### config.mk
export PLATFORM = sky130hd
export DESIGN_NAME = tile_rom_arbiter
export DESIGN_NICKNAME = d
export VERILOG_FILES = /design/src/rtl/tile_rom_arbiter.sv
export SDC_FILE = /design/constraint.sdc
export NUM_CORES = 1
export LEC_CHECK = 0
export CAP_MARGIN = 25
export CORE_MARGIN = 1
export CORE_UTILIZATION = 45
export DETAILED_ROUTE_END_ITERATION = 8
export PLACE_DENSITY = 0.79
export RECOVER_POWER = 25
export SETUP_SLACK_MARGIN = 0.4
export SYNTH_ARGS = -nofsm -noshare
export SYNTH_HDL_FRONTEND = slang
export SYNTH_SLANG_ARGS = --single-unit
### constraint.sdc
create_clock -name Clk -period 6.4 [get_ports Clk]
set_clock_uncertainty 0.1 [all_clocks]
set_input_delay 1.28 -clock Clk [delete_from_list [all_inputs] [get_ports Clk]]
set_output_delay 1.28 -clock Clk [all_outputs]
set_load 0.01 [all_outputs]
### src/rtl/tile_rom_arbiter.sv
// ---------------------------------------------------------------------------
// tile_rom_arbiter
//
// Round-robin arbiter that lets up to four requesters share one set of six
// tile colour ROMs. A grant is combinational. The granted request then moves
// through a three-stage pipeline:
//   stage 1 : registers the ROM read address, type, requester id and error flag
//   stage 2 : lines up type/id/error with the data coming out of the ROMs
//   stage 3 : registers the response (colour nibble or error)
//
// Ports
//   Clk, Reset            sole clock, synchronous active-high reset
//   req[N_REQ]            per-requester fetch request
//   req_type[3*N_REQ]     ROM select per requester (0..5 valid, 6..7 invalid)
//   req_px[6*N_REQ]       pixel x within the tile
//   req_py[5*N_REQ]       pixel y within the tile
//   gnt[N_REQ]            one-hot grant, combinational
//   read_address[13]      registered address broadcast to all tile ROMs
//   rom_color_bus[24]     ROM k colour index on bits [4k+3:4k]
//   rsp_valid/id/color/err registered response, three cycles after the grant
// ---------------------------------------------------------------------------
module tile_rom_arbiter #(
  parameter int N_REQ  = 3,
  parameter int TILE_H = 20
) (
  input  logic               Clk,
  input  logic               Reset,
  input  logic [N_REQ-1:0]   req,
  input  logic [3*N_REQ-1:0] req_type,
  input  logic [6*N_REQ-1:0] req_px,
  input  logic [5*N_REQ-1:0] req_py,
  output logic [N_REQ-1:0]   gnt,
  output logic [12:0]        read_address,
  input  logic [23:0]        rom_color_bus,
  output logic               rsp_valid,
  output logic [1:0]         rsp_id,
  output logic [3:0]         rsp_color,
  output logic               rsp_err
);

  localparam logic [1:0] IDX_LAST  = 2'(N_REQ - 1);
  localparam logic [5:0] TILE_H_L  = 6'(TILE_H);

  // Requester fields padded out to four slots so the 2-bit index is always
  // exactly wide enough, whatever N_REQ is.
  logic       req_ext  [4];
  logic [2:0] type_arr [4];
  logic [5:0] px_arr   [4];
  logic [4:0] py_arr   [4];

  for (genvar gi = 0; gi < 4; gi++) begin : g_unpack
    if (gi < N_REQ) begin : g_used
      assign req_ext[gi]  = req[gi];
      assign type_arr[gi] = req_type[3*gi +: 3];
      assign px_arr[gi]   = req_px[6*gi +: 6];
      assign py_arr[gi]   = req_py[5*gi +: 5];
    end else begin : g_unused
      assign req_ext[gi]  = 1'b0;
      assign type_arr[gi] = 3'd0;
      assign px_arr[gi]   = 6'd0;
      assign py_arr[gi]   = 5'd0;
    end
  end

  logic [1:0]  ptr_q, ptr_d;
  logic        win_valid;
  logic [1:0]  win_idx;
  logic [3:0]  gnt_ext;

  // Search starts at the pointer and wraps; first requesting slot wins.
  always_comb begin
    int cand;
    win_valid = 1'b0;
    win_idx   = 2'd0;
    cand      = 0;
    for (int off = 0; off < N_REQ; off++) begin
      cand = (int'(ptr_q) + off) % N_REQ;
      if (!win_valid && req_ext[cand]) begin
        win_valid = 1'b1;
        win_idx   = 2'(cand);
      end
    end
    // No grants while in reset, so nothing can enter the pipeline.
    if (Reset) begin
      win_valid = 1'b0;
    end
    gnt_ext = 4'd0;
    if (win_valid) begin
      gnt_ext[win_idx] = 1'b1;
    end
    ptr_d = ptr_q;
    if (win_valid) begin
      ptr_d = (win_idx == IDX_LAST) ? 2'd0 : win_idx + 2'd1;
    end
  end

  assign gnt = gnt_ext[N_REQ-1:0];

  // Address and error check for the winning request.
  logic [2:0]  sel_type;
  logic [5:0]  sel_px;
  logic [4:0]  sel_py;
  logic [5:0]  sel_w;
  logic        sel_err;
  logic [12:0] sel_addr;

  always_comb begin
    sel_type = type_arr[win_idx];
    sel_px   = px_arr[win_idx];
    sel_py   = py_arr[win_idx];
    // Arrow tile (type 5) is twice as wide as the others.
    sel_w    = (sel_type == 3'd5) ? 6'd40 : 6'd20;
    sel_err  = (sel_type > 3'd5) || (sel_px >= sel_w) || ({1'b0, sel_py} >= TILE_H_L);
    // 31*40+63 = 1303 fits comfortably in 13 bits.
    sel_addr = 13'(sel_py) * 13'(sel_w) + 13'(sel_px);
  end

  // Pipeline state.
  logic [12:0] read_address_q;
  logic        s1_valid_q, s2_valid_q;
  logic [2:0]  s1_type_q, s2_type_q;
  logic [1:0]  s1_id_q, s2_id_q;
  logic        s1_err_q, s2_err_q;
  logic        rsp_valid_q;
  logic [1:0]  rsp_id_q;
  logic [3:0]  rsp_color_q;
  logic        rsp_err_q;
  logic [3:0]  color_d;

  // ROM data is valid while the request sits in stage 2.
  always_comb begin
    color_d = 4'd0;
    if (!s2_err_q) begin
      case (s2_type_q)
        3'd0:    color_d = rom_color_bus[3:0];
        3'd1:    color_d = rom_color_bus[7:4];
        3'd2:    color_d = rom_color_bus[11:8];
        3'd3:    color_d = rom_color_bus[15:12];
        3'd4:    color_d = rom_color_bus[19:16];
        3'd5:    color_d = rom_color_bus[23:20];
        default: color_d = 4'd0;
      endcase
    end
  end

  always_ff @(posedge Clk) begin
    if (Reset) begin
      ptr_q          <= 2'd0;
      read_address_q <= 13'd0;
      s1_valid_q     <= 1'b0;
      s1_type_q      <= 3'd0;
      s1_id_q        <= 2'd0;
      s1_err_q       <= 1'b0;
      s2_valid_q     <= 1'b0;
      s2_type_q      <= 3'd0;
      s2_id_q        <= 2'd0;
      s2_err_q       <= 1'b0;
      rsp_valid_q    <= 1'b0;
      rsp_id_q       <= 2'd0;
      rsp_color_q    <= 4'd0;
      rsp_err_q      <= 1'b0;
    end else begin
      ptr_q      <= ptr_d;
      s1_valid_q <= win_valid;
      // Address holds its last value when nothing is granted.
      if (win_valid) begin
        read_address_q <= sel_err ? 13'd0 : sel_addr;
        s1_type_q      <= sel_type;
        s1_id_q        <= win_idx;
        s1_err_q       <= sel_err;
      end
      s2_valid_q  <= s1_valid_q;
      s2_type_q   <= s1_type_q;
      s2_id_q     <= s1_id_q;
      s2_err_q    <= s1_err_q;
      rsp_valid_q <= s2_valid_q;
      rsp_id_q    <= s2_id_q;
      rsp_color_q <= color_d;
      rsp_err_q   <= s2_err_q;
    end
  end

  assign read_address = read_address_q;
  assign rsp_valid    = rsp_valid_q;
  assign rsp_id       = rsp_id_q;
  assign rsp_color    = rsp_color_q;
  assign rsp_err      = rsp_err_q;

endmodule

==> reports/results.md, run 1 <==
| Item | This run | Unit |
|---|---|---|
| Run status | complete, no violations | - |
| TritonCTS clock tree | done | - |
| # DRC | 0 | - |
| Seq cells post-synth | 36 | - |
| Average wire per cell in the routed design | 15.41 | um |
| Critical path's top delay family | compound AO/OA/AOI/OAI gates | - |
| Count of flip-flops with a built-in enable after synthesis | 0 | - |
| Count of different cell masters after synthesis | 77 | - |
| Kind of start point of the critical path | input port | - |
| Post-placement setup slack | -0.09490 | ns |
| Final Max Slew Viols | 0 | - |
| Count of input and output buffers | 93 | - |
| Finished Core Util | 0.6790 | - |
| Number of detailed-routing iterations run before antenna repair | 4 | - |
| Synthesized cell area | 2880 | um^2 |
| Share of flip-flops with an asynchronous set or reset after synthesis | 0 | - |
| Antenna Diode Count | 0 | - |
| Start-to-end type of the worst setup path | in2reg | - |
| Post-route ant nets | 0 | - |
| Cell taking the most area after synthesis | sky130_fd_sc_hd__dfxtp_1 | - |
| Starting utilization of the core area | 0.4752 | - |
| CP endpoint kind | flop | - |
| DPL Wire Length | 6099 | um |
| Total vias in the final route | 2794 | - |
| Crit share post-route | 0.9019 | - |
| Clock transition at path regs | 0.07 | ns |
| Pin slew with the least headroom to its limit | 0.8046 | ns |
| Worst-skew pair later-pin latency | 0.27 | ns |
| Post-layout power | 2.481 | mW |
| Placeable core region | 6061 | um^2 |
| DRC violation total after the first TritonRoute iteration | 160 | - |
| Maximum number of pins on one net before global-route repair | 20 | - |
| Crit path cell chain | dlymetal6s2s_1 -> nand2_1 -> o31a_1 -> a21o_1 -> a2111oi_4 -> a211oi_2 -> nor2_2 -> mux2_2 -> ha_1 -> inv_1 -> fa_1 -> fa_1 -> inv_1 -> ha_1 -> a21oi_2 -> nor2_1 -> o21a_1 -> o21ai_2 -> or2b_1 -> a21oi_2 -> o31ai_2 | - |
| Unrepaired setup endpoints after global routing | false | - |
| Critical-path top delay cell | sky130_fd_sc_hd__fa_1 | - |
| Routability Congestion | 0.8443 | - |
| Ratio of routed vias to standard cells | 5.566 | - |
| Vias in the first global route | 2725 | - |
| Number of buffers and inverters on the critical path | 3 | - |
| Pwr dens | 602.9 | nW/um^2 |
| Overall die width | 82.01 | um |
| Share of post-route cells with drive strength above 1 | 0.1991 | - |
| Class of the tightest hold or removal check | reg2reg | - |
| Die outline height | 82.01 | um |
| Total Die Area | 6725 | um^2 |
| Number of instances in the synthesized netlist | 323 | - |
| Final worst-path setup slack | 0.6279 | ns |
| Worst-case vdd ir drop | 0.4504 | mV |
| Maximum frequency from static timing analysis | 0.1732 | GHz |
| Clk Tree Root Cell | sky130_fd_sc_hd__clkbuf_8 | - |
| Filler cell count in the final layout | 484 | - |
| Remaining global-route overflow | 0 | - |
| Commonest register cell after synthesis | sky130_fd_sc_hd__dfxtp_1 | - |
| Ranking of synthesized cells by area | sky130_fd_sc_hd__dfxtp_1, sky130_fd_sc_hd__ha_1, sky130_fd_sc_hd__nand2_1 | - |
| Total Routing Usage GR | 0.2357 | - |
| Number of setup violations in the final report | 0 | - |
| Fin crit period | 5.772 | ns |
| H-tree lvl count | 2 | - |
| CP arrival | 5.83 | ns |
| Site Rows | 28 | - |
| Register area share after synthesis | 0.2502 | - |
| Total of max-cap violations | 0 | - |
| Net count reported at finish | 528 | - |
| Maximum single-stage delay on the critical path | 0.55 | ns |
| Final Hold Fails | 0 | - |
| Leakage power figure | 1.731 | nW |
| Global-route wire length before repair | 12190 | um |
| Routed wire length | 7734 | um |
| Critical Path RT | 6.46 | ns |
| Warnings from Yosys | 0 | - |
| Total Neg Setup Slack | 0 | ns |
| Max_slew headroom | 0.4636 | - |
| Initial antenna violation count | 0 | - |
| Sinks on the clock net | 36 | - |
| Number of buffers inserted by hold repair at cts | 0 | - |
| Number of buffers on the longest clock path | 2 | - |
| Maximum fanout count along the critical path | 3 | - |
| Post-synth top area share | 0.2502 | - |
| Mapped Avg Cell Area | 8.917 | um^2 |
| P&R area growth vs syn | 42.88 | % |
| TritonCTS buffer count | 5 | - |
| Io pins | 95 | - |
==> layout by cell type, fill, tap and decap left out, drive strengths merged, types with 4 or more instances in the layout <==
cell and instances:
nor3 8, o21ai 11, nor3b 4, nor2b 15, fa 4, dfxtp 36
nand4 4, buf 24, o211ai 7, nor2 18, nand2 38, ha 26
clkdlybuf4s50 89, clkbuf 9, mux2 6, inv 22, nand3b 4, a21o 5
a21oi 19, a22oi 7, o31ai 12, mux2i 8
==> stage by stage <==
step,std cells,cell area [um^2],hold slack [ns]
after floorplan,324,2884,0.3138
after global placement,491,3914,0.3168
after detailed placement,491,3914,0.3247
after CTS,501,4073,0.3398
after global routing,502,4115,0.3507
final,502,4115,0.3355
==> worst paths after layout <==
kind                                            start                       endpoint  slack (ns)  cells past startpoint
worst min register to register  s2_id_q[0]$_SDFF_PP0_           rsp_id[0]$_SDFF_PP0_        0.34                      1
worst max register to register  ptr_q[1]$_SDFFE_PP0P_  read_address[11]$_SDFFE_PP0P_        0.80                     22
worst min-delay path            s2_id_q[0]$_SDFF_PP0_           rsp_id[0]$_SDFF_PP0_        0.34                      1
worst max-delay path                           req[2]  read_address[11]$_SDFFE_PP0P_        0.63                     21
==> power breakdown <==
group	internal, mW	total [mW]	switching (mW)
clock network	0.0958	0.169	0.0736
logic	0.912	1.99	1.08
registers	0.286	0.318	0.0318
total	1.29	2.48	1.19
==> cell usage after synthesis (2+ instances only) <==
cell type,number
sky130_fd_sc_hd__o21ai_0,8
sky130_fd_sc_hd__nand2b_1,3
sky130_fd_sc_hd__nor2b_1,15
sky130_fd_sc_hd__buf_6,6
sky130_fd_sc_hd__a21oi_1,18
sky130_fd_sc_hd__mux2i_1,7
sky130_fd_sc_hd__inv_1,21
sky130_fd_sc_hd__clkbuf_1,10
sky130_fd_sc_hd__xnor2_1,2
sky130_fd_sc_hd__nand4_1,4
sky130_fd_sc_hd__nand3_1,3
sky130_fd_sc_hd__o2111ai_1,2
sky130_fd_sc_hd__mux2_2,5
sky130_fd_sc_hd__o31ai_1,3
sky130_fd_sc_hd__buf_4,2
sky130_fd_sc_hd__buf_1,2
sky130_fd_sc_hd__a21o_1,5
sky130_fd_sc_hd__xor2_1,2
sky130_fd_sc_hd__nor3b_1,3
sky130_fd_sc_hd__nor3_1,7
sky130_fd_sc_hd__conb_1,2
sky130_fd_sc_hd__nand2_1,36
sky130_fd_sc_hd__a22oi_1,6
sky130_fd_sc_hd__nor2_1,16
sky130_fd_sc_hd__o211ai_1,7
sky130_fd_sc_hd__nand3b_1,4
sky130_fd_sc_hd__dfxtp_1,36
sky130_fd_sc_hd__mux4_2,2
sky130_fd_sc_hd__ha_1,26
sky130_fd_sc_hd__fa_1,4
sky130_fd_sc_hd__o31ai_2,9
sky130_fd_sc_hd__and2_1,2
==> repair_timing <==
item                       4_1_cts  5_1_grt
pin swaps                        3        6
buffers inserted                 3        1
setup endpoints to repair        2        3
resized for setup               11       11
==> sequential cells by signal, indices dropped and copies added, names as in the netlist, 2 cells and up <==
name and cells:
ptr_q 2, read_address 12, rsp_color 4, rsp_id 2, s1_id_q 2, s1_type_q 3, s2_id_q 2, s2_type_q 3
==> layout make-up <==
| class | instances | area [um^2] | area share |
|---|---|---|---|
| clock buffers | 7 | 96.34 | 0.02341 |
| well taps | 75 | 93.84 | 0.02280 |
| multi-input cells | 244 | 2003 | 0.4868 |
| inverters | 22 | 82.58 | 0.02007 |
| repair buffers | 118 | 1119 | 0.2718 |
| flip-flops and latches | 36 | 720.7 | 0.1751 |
==> per-layer routing <==
metal,vias to the layer above,track usage,part of all wire
li1,1351,-,-
met1,1282,0.2773,0.41
met2,141,0.4215,0.48
met3,20,0.05000,0.087
met4,0,0.07544,0.020
met5,-,0,0
==> logic make-up (layout without fill, tap and decap cells) <==
family                   count (synthesis)  in the layout  share of synthesized area
other                                    2              3                   0.002607
adder cells (fa/ha/maj)                 30             30                     0.1407
flip-flops                              36             36                     0.2502
AND/OR/NAND/NOR                        107            107                     0.1964
XOR/XNOR                                 4              4                    0.01217
AO/OA/AOI/OAI                           84             84                     0.2437
multiplexers                            16             16                    0.07254
buffers and inverters                   44            147                    0.08167
(Power assumes the default switching activity.)
==> run 2: changes to the inputs <==
--- a/config.mk
+++ b/config.mk
@@ -12,6 +12,7 @@
 export PLACE_DENSITY = 0.79
 export RECOVER_POWER = 25
 export SETUP_SLACK_MARGIN = 0.4
+export SLEW_MARGIN = 20
 export SYNTH_ARGS = -nofsm -noshare
 export SYNTH_HDL_FRONTEND = slang
 export SYNTH_SLANG_ARGS = --single-unit
==> results of run 2 <==
Final layout, timing and power as in run 1 (identical DEF).
==> run 3: changes to the inputs <==
--- a/config.mk
+++ b/config.mk
@@ -11,7 +11,6 @@
 export DETAILED_ROUTE_END_ITERATION = 8
 export PLACE_DENSITY = 0.79
 export RECOVER_POWER = 25
-export SETUP_SLACK_MARGIN = 0.4
 export SLEW_MARGIN = 20
 export SYNTH_ARGS = -nofsm -noshare
 export SYNTH_HDL_FRONTEND = slang
==> run 3 against run 2 <==
Effect of this change: count of clock-buffer cells in the layout stayed put; worst hold slack is essentially flat; worst setup slack got worse by 0.34 ns; largest cell class unchanged.
==> reports/results.md, run 3 (same netlist as run 1, synthesis figures left out) <==
| Item | This run | Unit |
|---|---|---|
| Run status | complete, no violations | - |
| Clk network pwr share | 0.070 | - |
| Post-layout power | 2.423 | mW |
| TritonCTS clock tree | done | - |
| Most common library cell in the layout ignoring fill and taps | sky130_fd_sc_hd__clkdlybuf4s50_1 | - |
| Flip-flop count of the largest register after layout | 12 | - |
| Maximum number of pins on one net before global-route repair | 20 | - |
| Fin crit period | 6.116 | ns |
| Initial antenna violation count | 0 | - |
| Cell Int Power | 1.276 | mW |
| Critical Path RT | 6.46 | ns |
| TritonCTS buffer count | 5 | - |
| # DRC | 0 | - |
| Hold slack final | 0.3356 | ns |
| Starting utilization of the core area | 0.4752 | - |
| Total of max-cap violations | 0 | - |
| P&R area growth vs syn | 40.57 | % |
| Global-route wire length before repair | 11970 | um |
| Routed wire length | 7471 | um |
| Number of setup violations in the final report | 0 | - |
| CP arrival | 6.18 | ns |
| Worst-skew pair later-pin latency | 0.27 | ns |
| Share of post-route cells with drive strength above 1 | 0.1718 | - |
| Max_slew headroom | 0.4639 | - |
| Post-route ant nets | 0 | - |
| CP endpoint kind | flop | - |
| Kind of start point of the critical path | input port | - |
| Beginning of the worst register-to-register path | ptr_q[1]$_SDFFE_PP0P_ | - |
| P_sw | 1.147 | mW |
| Overall die width | 82.01 | um |
| Remaining global-route overflow | 0 | - |
| Routability Congestion | 0.8443 | - |
| Io pins | 95 | - |
| Placeable core region | 6061 | um^2 |
| Average wire per cell in the routed design | 14.94 | um |
| Vias in the first global route | 2678 | - |
| Maximum fanout count along the critical path | 8 | - |
| Ratio of routed vias to standard cells | 5.504 | - |
| R2R Setup Slk | 0.78 | ns |
| Final Hold Fails | 0 | - |
| Worst-case vdd ir drop | 0.4231 | mV |
| Sinks on the clock net | 36 | - |
| Maximum frequency from static timing analysis | 0.1635 | GHz |
| Pwr dens | 598.3 | nW/um^2 |
| Crit share post-route | 0.9557 | - |
| Leakage power figure | 1.704 | nW |
| CP Capture Point | read_address[10]$_SDFFE_PP0P_ | - |
| DRC violation total after the first TritonRoute iteration | 142 | - |
| Register share of total power | 0.131 | - |
| H-tree lvl count | 2 | - |
| Total Die Area | 6725 | um^2 |
| DPL Wire Length | 6099 | um |
| Total Routing Usage GR | 0.2320 | - |
| Power share of the combinational group | 0.799 | - |
| Fraction of power spent switching nets | 0.4734 | - |
| Clk Tree Root Cell | sky130_fd_sc_hd__clkbuf_8 | - |
| Site Rows | 28 | - |
| Number of detailed-routing iterations run before antenna repair | 4 | - |
| Antenna Diode Count | 0 | - |
| Die outline height | 82.01 | um |
| Final Max Slew Viols | 0 | - |
| Start-to-end type of the worst setup path | in2reg | - |
| Clock transition at path regs | 0.07 | ns |
| Critical path launch point | req[0] | - |
| Number of buffers on the longest clock path | 2 | - |
| Total vias in the final route | 2752 | - |
| Pin slew with the least headroom to its limit | 0.8042 | ns |
| Endpoint of the worst register-to-register path | read_address[10]$_SDFFE_PP0P_ | - |
| Class of the tightest hold or removal check | reg2reg | - |
| Worst reg-to-reg path cell count | 22 | - |
| Commonest non-fill, non-tap cells in the layout | sky130_fd_sc_hd__clkdlybuf4s50_1, sky130_fd_sc_hd__nand2_1, sky130_fd_sc_hd__dfxtp_1, sky130_fd_sc_hd__ha_1, sky130_fd_sc_hd__buf_4 | - |
| Count of input and output buffers | 93 | - |
| Net count reported at finish | 526 | - |
| Total Neg Setup Slack | 0 | ns |
[run 3: metrics by stage]
| stage | area (um^2) | worst slack (ns) | instances | utilization |
|---|---|---|---|---|
| 6_report | 4049 | 0.2837 | 500 | 0.6680 |
| 5_1_grt | 4049 | -0.02363 | 500 | 0.6680 |
| 4_1_cts | 4010 | 0.2050 | 498 | 0.6616 |
| 3_5_place_dp | 3914 | -0.09490 | 491 | 0.6457 |
| 3_3_place_gp | 3914 | 0.09404 | 491 | 0.6457 |
| 2_1_floorplan | 2884 | 0.4392 | 324 | - |
[run 3: area by class of cell]
type,count,area [um^2]
well taps,75,93.84
repair buffers,116,1102
multi-input cells,244,1953
clock buffers,7,96.34
inverters,22,82.58
fillers,491,2012
flip-flops and latches,36,720.7
[run 3: worst min-delay path by stage]
stage                           from              endpoint  slack [ns]  cells past startpoint
6_report       s2_id_q[0]$_SDFF_PP0_  rsp_id[0]$_SDFF_PP0_        0.34                      1
4_1_cts        s2_id_q[0]$_SDFF_PP0_  rsp_id[0]$_SDFF_PP0_        0.34                      1
3_3_place_gp   s2_id_q[1]$_SDFF_PP0_  rsp_id[1]$_SDFF_PP0_        0.32                      1
5_1_grt        s2_id_q[0]$_SDFF_PP0_  rsp_id[0]$_SDFF_PP0_        0.35                      1
2_1_floorplan  s2_id_q[0]$_SDFF_PP0_  rsp_id[0]$_SDFF_PP0_        0.31                      1
3_5_place_dp   s2_id_q[0]$_SDFF_PP0_  rsp_id[0]$_SDFF_PP0_        0.32                      1
[run 3: timing repair]
| item | CTS | global route |
|---|---|---|
| hold buffers | 0 | 0 |
| setup endpoints to repair | 0 | 2 |
| setup buffers | 0 | 2 |
| gates resized for setup | 0 | 7 |
[run 3: routing by layer]
layer	part of all wire	track usage	vias to the layer above	wire length, um
met4	0.014	0.06667	0	106
li1	-	-	1351	-
met3	0.081	0.04778	13	606
met1	0.42	0.2724	1263	3125
met5	0	0	-	0
met2	0.49	0.4198	125	3633
[run 3: power groups by stage]
stage	clock network, mW	logic (mW)	registers [mW]
after floorplan	0	1.40	0.323
after global placement	0	1.83	0.321
after detailed placement	0	1.89	0.322
after CTS	0.172	1.91	0.318
after global routing	0.185	2.18	0.325
final	0.170	1.93	0.318
[run 3: worst max-delay path, cell delays in order]
cell and delay (ns):
sky130_fd_sc_hd__clkdlybuf4s50_1 0.50, sky130_fd_sc_hd__mux2i_4 0.25, sky130_fd_sc_hd__o2111ai_1 0.23, sky130_fd_sc_hd__and3_4 0.28, sky130_fd_sc_hd__nor3_4 0.25, sky130_fd_sc_hd__a221oi_4 0.11, sky130_fd_sc_hd__nor2_2 0.14, sky130_fd_sc_hd__mux2_2 0.36
sky130_fd_sc_hd__ha_1 0.29, sky130_fd_sc_hd__inv_1 0.05, sky130_fd_sc_hd__fa_1 0.50, sky130_fd_sc_hd__fa_1 0.55, sky130_fd_sc_hd__inv_1 0.04, sky130_fd_sc_hd__ha_1 0.31, sky130_fd_sc_hd__buf_4 0.15, sky130_fd_sc_hd__a21oi_1 0.14
sky130_fd_sc_hd__o21bai_1 0.11, sky130_fd_sc_hd__a21o_1 0.18, sky130_fd_sc_hd__a21oi_1 0.17, sky130_fd_sc_hd__xor2_1 0.22, sky130_fd_sc_hd__o31ai_2 0.07
